File: src/rtl/regfile_write_arbiter.sv
// regfile_write_arbiter
//   Shares the register file's single write port between three writers:
//   pipeline writeback (wb), link writer (lnk) and the multi-cycle unit (mdu).
//   Base priority is wb > lnk > mdu. A lower-priority requester that has been
//   denied STARVE_LIMIT consecutive cycles is promoted above wb; lnk wins if
//   both are promoted. The winning write is registered, so it commits on the
//   posedge after the grant cycle. Writes to $0 take the slot but commit with
//   rf_we=0.
//
// Parameters
//   STARVE_LIMIT  consecutive denied cycles before promotion (1..15)
//   CNT_W         width of each starvation counter
//
// Ports
//   clock, reset                     clock (posedge), async active-low reset
//   {wb,lnk,mdu}_req/addr/data/pc    write requests, held until granted
//   {wb,lnk,mdu}_gnt                 combinational grants (one-hot or zero)
//   rf_we, rf_waddr, rf_wdata        registered register-file write port
//   busy_mask                        registers with a pending or committing write
//
// Optional feature
//   REGFILE_WRITE_TRACE_EN: registers the granted pc next to the data and
//   prints "@<pc>: $<addr> <= <data>" for every commit with rf_we=1.

module regfile_write_arbiter #(
  parameter int unsigned STARVE_LIMIT = 4,
  parameter int unsigned CNT_W        = 4
) (
  input  logic        clock,
  input  logic        reset,
  input  logic        wb_req,
  input  logic [4:0]  wb_addr,
  input  logic [31:0] wb_data,
  input  logic [31:0] wb_pc,
  output logic        wb_gnt,
  input  logic        lnk_req,
  input  logic [4:0]  lnk_addr,
  input  logic [31:0] lnk_data,
  input  logic [31:0] lnk_pc,
  output logic        lnk_gnt,
  input  logic        mdu_req,
  input  logic [4:0]  mdu_addr,
  input  logic [31:0] mdu_data,
  input  logic [31:0] mdu_pc,
  output logic        mdu_gnt,
  output logic        rf_we,
  output logic [4:0]  rf_waddr,
  output logic [31:0] rf_wdata,
  output logic [31:0] busy_mask
);

  localparam logic [CNT_W-1:0] Limit = CNT_W'(STARVE_LIMIT);

  logic [CNT_W-1:0] lnk_cnt_q, lnk_cnt_d;
  logic [CNT_W-1:0] mdu_cnt_q, mdu_cnt_d;
  logic             rf_we_q, rf_we_d;
  logic [4:0]       rf_waddr_q, rf_waddr_d;
  logic [31:0]      rf_wdata_q, rf_wdata_d;

  logic        lnk_starved, mdu_starved, any_gnt;
  logic [4:0]  sel_addr;
  logic [31:0] sel_data;

  // A counter can still read Limit in the cycle its req drops; qualify with req.
  assign lnk_starved = lnk_req && (lnk_cnt_q == Limit);
  assign mdu_starved = mdu_req && (mdu_cnt_q == Limit);

  always_comb begin
    wb_gnt  = 1'b0;
    lnk_gnt = 1'b0;
    mdu_gnt = 1'b0;
    if (reset) begin
      if (lnk_starved)      lnk_gnt = 1'b1;
      else if (mdu_starved) mdu_gnt = 1'b1;
      else if (wb_req)      wb_gnt  = 1'b1;
      else if (lnk_req)     lnk_gnt = 1'b1;
      else if (mdu_req)     mdu_gnt = 1'b1;
    end
  end

  assign any_gnt = wb_gnt | lnk_gnt | mdu_gnt;

  always_comb begin
    sel_addr = wb_addr;
    sel_data = wb_data;
    if (lnk_gnt) begin
      sel_addr = lnk_addr;
      sel_data = lnk_data;
    end else if (mdu_gnt) begin
      sel_addr = mdu_addr;
      sel_data = mdu_data;
    end
  end

  always_comb begin
    lnk_cnt_d = lnk_cnt_q;
    if (!lnk_req || lnk_gnt)   lnk_cnt_d = '0;
    else if (lnk_cnt_q != Limit) lnk_cnt_d = lnk_cnt_q + CNT_W'(1);

    mdu_cnt_d = mdu_cnt_q;
    if (!mdu_req || mdu_gnt)   mdu_cnt_d = '0;
    else if (mdu_cnt_q != Limit) mdu_cnt_d = mdu_cnt_q + CNT_W'(1);
  end

  // A granted $0 write loads address/data but never raises the enable.
  always_comb begin
    rf_we_d    = any_gnt && (sel_addr != 5'd0);
    rf_waddr_d = any_gnt ? sel_addr : rf_waddr_q;
    rf_wdata_d = any_gnt ? sel_data : rf_wdata_q;
  end

  always_ff @(posedge clock or negedge reset) begin
    if (!reset) begin
      lnk_cnt_q  <= '0;
      mdu_cnt_q  <= '0;
      rf_we_q    <= 1'b0;
      rf_waddr_q <= '0;
      rf_wdata_q <= '0;
    end else begin
      lnk_cnt_q  <= lnk_cnt_d;
      mdu_cnt_q  <= mdu_cnt_d;
      rf_we_q    <= rf_we_d;
      rf_waddr_q <= rf_waddr_d;
      rf_wdata_q <= rf_wdata_d;
    end
  end

  assign rf_we    = rf_we_q;
  assign rf_waddr = rf_waddr_q;
  assign rf_wdata = rf_wdata_q;

  always_comb begin
    busy_mask = '0;
    for (int n = 1; n < 32; n++) begin
      busy_mask[n] = (wb_req  && (wb_addr  == 5'(n))) ||
                     (lnk_req && (lnk_addr == 5'(n))) ||
                     (mdu_req && (mdu_addr == 5'(n))) ||
                     (rf_we_q && (rf_waddr_q == 5'(n)));
    end
  end

`ifdef REGFILE_WRITE_TRACE_EN
  logic [31:0] pc_q;
  logic [31:0] sel_pc;

  always_comb begin
    sel_pc = wb_pc;
    if (lnk_gnt)      sel_pc = lnk_pc;
    else if (mdu_gnt) sel_pc = mdu_pc;
  end

  always_ff @(posedge clock or negedge reset) begin
    if (!reset)       pc_q <= '0;
    else if (any_gnt) pc_q <= sel_pc;
  end

  always @(posedge clock) begin
    if (reset && rf_we_q) $display("@%h: $%0d <= %h", pc_q, rf_waddr_q, rf_wdata_q);
  end
`else
  logic unused_pc;
  assign unused_pc = ^{wb_pc, lnk_pc, mdu_pc};
`endif

endmodule
File: config.mk
export PLATFORM = sky130hd
export DESIGN_NAME = regfile_write_arbiter
export DESIGN_NICKNAME = d
export VERILOG_FILES = /design/src/rtl/regfile_write_arbiter.sv
export SDC_FILE = /design/constraint.sdc
export NUM_CORES = 1
export LEC_CHECK = 0
export BUFFER_PORTS_ARGS = -buffer_cell sky130_fd_sc_hd__clkbuf_2
export CAP_MARGIN = 20
export CORE_AREA = 5 5 106 108
export CTS_CLUSTER_SIZE = 20
export DETAILED_ROUTE_END_ITERATION = 16
export DIE_AREA = 0 0 111 113
export GPL_TIMING_DRIVEN = 0
export PLACE_DENSITY = 0.84
export SYNTH_ARGS = -nofsm -noshare
export SYNTH_HDL_FRONTEND = slang
export SYNTH_SLANG_ARGS = --single-unit
File: constraint.sdc
create_clock -name clock -period 3.3 [get_ports clock]
set_input_delay 0.66 -clock clock [delete_from_list [all_inputs] [get_ports clock]]
set_output_delay 0.66 -clock clock [all_outputs]
set_load 0.01 [all_outputs]
* Word-level counts from Yosys, hierarchy flattened *
Index checks and enable logic that the tools add are counted.

word-level totals
  register bits after elaboration = 46
  word-level logic and storage cells = 387
  output and inout port bits = 73

cells by class
  muxes and demuxes = 23
  equal/unequal tests = 128
  add/sub/neg operators = 2
  bitwise gates (word level) = 2
  reduce and logical (&&, ||, !) cells = 227

operators with widths
  operator                                             count
  equality test 5 bit, second input constant           64
  equality test 5 x 4 -> 1 bit, second input constant  32
  logical AND 1 bit                                    127
  logical OR 1 bit                                     95
  equality test 5 x 3 -> 1 bit, second input constant  16
  two-way mux 32 bit                                   2
  equality test 5 x 2 -> 1 bit, second input constant  8
  equality test 5 x 1 -> 1 bit, second input constant  4
  two-way mux 4 bit                                    4
  two-way mux 1 bit                                    15
  two-way mux 5 bit                                    2
  adder 4 x 1 -> 4 bit, second input constant          2
  equality test 4 x 3 -> 1 bit, second input constant  2
  != test 4 x 3 -> 1 bit, second input constant        2
  nonzero test 5 bit                                   1
  nonzero test 2 bit                                   2
  zero test 1 bit                                      2
  bitwise OR 1 bit                                     2

* Logic depth before layout (Yosys ltp) *
  depth after elaboration = 10
  gate-level depth with buffers = 9
  mapped depth without buffers = 7

* Least setup slack after synthesis *
No wires, ideal clock.

  kind = input to output
  start = input wb_req
  end = output mdu_gnt
  slack = 892 ps
  stages = 5
  data arrival time = 1,748 ps
  buffers on the path = 2
  path through = buf_6 or3b_4 a211o_4 buf_6 clkinv_2

between the ends
  cells in the longest elaborated chain, start to end = 4

RTL lines
  item               line  source
  start, declared    31    input logic wb_req,
  two-way mux 1 bit  75    else if (wb_req) wb_gnt = 1'b1;
  two-way mux 1 bit  74    else if (mdu_starved) mdu_gnt = 1'b1;
  two-way mux 1 bit  73    if (lnk_starved) lnk_gnt = 1'b1;
  two-way mux 1 bit  72    if (reset) begin
  end, declared      45    output logic mdu_gnt,

Every way passes these cells.

* Worst setup path in the final report *
  start = input reset
  end = output lnk_gnt

between the ends
  cells in the longest elaborated chain, start to end = 1

RTL lines
  item               line  source
  start, declared    30    input logic reset,
  two-way mux 1 bit  72
  end, declared      40    output logic lnk_gnt,

Every way passes these cells.

==> metrics.txt <==
Row Count 37; die area 12500 µm²; Synth area leaders dfrtp_1 28%, a221oi_2 14%, and3_1 6.0%, nand2_1 6.0%, o221ai_1 5.6%; Mapped Nets 712; Syn Std Cell Area 4090 µm²; R2R depth 8; Slew HR 48.8%; average wire per standard cell 19.4 µm; gpl congestion 0.981; fraction of layout cells with a size suffix above 1 36.5%; first-pass GRT wire length 25000 µm; Port-buffer cells 183; max_cap viols 0; Post-Syn Instances 496; max incr delay on CP 390 ps; crit share post-route 89.5%; GRT overflow 0; CTS max path bufs 2; Clk pwr share 21.7%; Worst Hold Class in2async; Post-DRT Antenna Nets 0; Clock Skew 10.4 ps; largest net degree at the start of global routing 29; commonest non-fill, non-tap cell in the layout clkbuf_2; Cell Pwr Density 322 nW/µm²; postcts setup bufs 0; LEAKAGE 0.00244 µW; Final Net Count 903; Post-CTS Hold Buffers 0; fin crit period 2950 ps; register area share after synthesis 28.2%; final WL 16000 µm; sw frac 37.3%; CTS resizes 0; yosys warns 0; Max Slew Vio Count 0; filler instances 978; crit path launch type primary input; hold_ws 307 ps; number of global-route vias before repair 4783; RSZ-0062 raised after global routing no; clk_lat worst skew 310 ps; Clock Tree Root clkbuf_8; endpoints failing setup 0; worst setup path startpoint reset; # DRC 0; crit end category primary output; post-synth top area cell dfrtp_1; Layout area overhead 29.4%; Iteration-0 DRC Markers 462; synthesized flop and latch total 46; core area 10100 µm²; fin util 52.1%; Worst EP required 2640 ps; Worst-Margin Slew 767 ps; Crit path arrival time 2290 ps; maximum VDD drop 0.249 mV; switching power 634 µW; TritonCTS clock tree done; status finished, final reports clean; die height 113 µm; most used flip-flop cell after synthesis dfrtp_1; Vias/cell 5.95; R2R Path End rf_wdata[7]; CTS clk-pin slew, worst paths 90 ps; DR pass1 iterations 7; Hold Vio Cnt, Final 0; fmax 338 MHz; EDFF count, synth 0; commonest non-fill, non-tap cells in the layout 182 x clkbuf_2, 65 x nand2_1, 46 x dfrtp_1; Comb pwr share 38.1%; number of placed I/O pins 285; unique cell type count in the Yosys netlist 50; flop2flop setup slack 1160 ps; internal power 1070 µW; worst path cell trace clkbuf_4 -> buf_12 -> nand3b_1 -> o22a_1 -> inv_1 -> buf_2 -> clkbuf_2; GRT Total Usage 24.4%; kind of critical path in2out; Final HPWL DP 12400 µm; post-synth top area share 28.2%; critical-path maximum fanout 28; share of synthesized registers carrying an async set or reset 100%; Sink Count 46; TritonCTS buffer count 5; diode count 0; die width 111 µm; Seq pwr share 40.2%; H-tree levels 2; CP max stage cell clkbuf_4; via count 4899; initial core utilization 40.3%; syn avg cell area 8.24 µm²; WP buf/inv 5; reg-to-reg startpoint lnk_cnt_q[0]; initial antenna violation count 0; family with the most delay on the worst path buffers and inverters
power groups by stage:
| stage | clock network (µW) | registers (µW) | logic (µW) |
|---|---|---|---|
| floorplan | 0 | 717 | 336 |
| global placement | 0 | 690 | 632 |
| detailed placement | 0 | 693 | 643 |
| CTS | 380 | 682 | 644 |
| global route | 400 | 693 | 708 |
| finish | 369 | 683 | 648 |
metrics by stage:
stage | total power, µW | TNS (ps) | cell area, µm² | instances | worst slack [ps]
2_1_floorplan | 1050 | 0 | 4090 | 496 | 892
3_3_place_gp | 1320 | -1700 | 5170 | 815 | -185
3_5_place_dp | 1340 | 0 | 5190 | 816 | 87.6
4_1_cts | 1710 | 0 | 5280 | 824 | 93.1
5_1_grt | 1800 | 0 | 5290 | 824 | 149
6_report | 1700 | 0 | 5290 | 824 | 346
state kept, by name, summed over array words and instances (netlist names):
name / count
rf_we: 1
rf_waddr: 5
lnk_cnt_q: 4
mdu_cnt_q: 4
rf_wdata: 32
worst max path at each step:
stage,depth (start not counted),to,slack (ps)
5_1_grt,7,lnk_gnt,150
6_report,7,lnk_gnt,350
2_1_floorplan,5,mdu_gnt,890
4_1_cts,7,lnk_gnt,90
3_5_place_dp,7,lnk_gnt,90
3_3_place_gp,6,mdu_gnt,-190
routing by layer:
| metal | wire length, µm | vias up | GRT usage (%) |
|---|---|---|---|
| met1 | 6350 | 2271 | 29.8 |
| met5 | 0 | - | 0 |
| li1 | - | 2292 | - |
| met4 | 390 | 0 | 8.70 |
| met3 | 1700 | 37 | 7.33 |
| met2 | 7540 | 299 | 41.0 |
layout make-up:
type	instances	area (µm²)	area share (%)
Clock inverter	1	5.00	0.0947
Multi-Input combinational cell	392	2660	50.3
Tap cell	136	170	3.22
Buffer	46	228	4.31
Timing Repair Buffer	184	938	17.8
Clock buffer	7	86.3	1.63
Inverter	12	46.3	0.876
Sequential cell	46	1150	21.8
synth_stat cells, drive strengths merged, types with 11 or more instances:
cell type  count
nand2b        13
o221ai        26
a221oi        37
nand2         66
and3          39
buf           15
dfrtp         46
o21ai         77
clkbuf        31
inv           11
nor2b         14
nand3         15
nor2          16
logic make-up (layout without fill, tap and decap cells):
family / after synthesis / after routing / share of synthesized area, %
xor gates and xnor gates: 1 / 1 / 0.214
AOI/OAI and AO/OA: 186 / 186 / 37.6
buffers and inverters: 58 / 250 / 6.71
muxes: 1 / 1 / 0.245
adders and majority gates: 4 / 4 / 1.22
DFF: 46 / 46 / 28.2
other: 1 / 1 / 0.0918
and+or+nand+nor: 199 / 199 / 25.7
(Power assumes the default switching activity.)
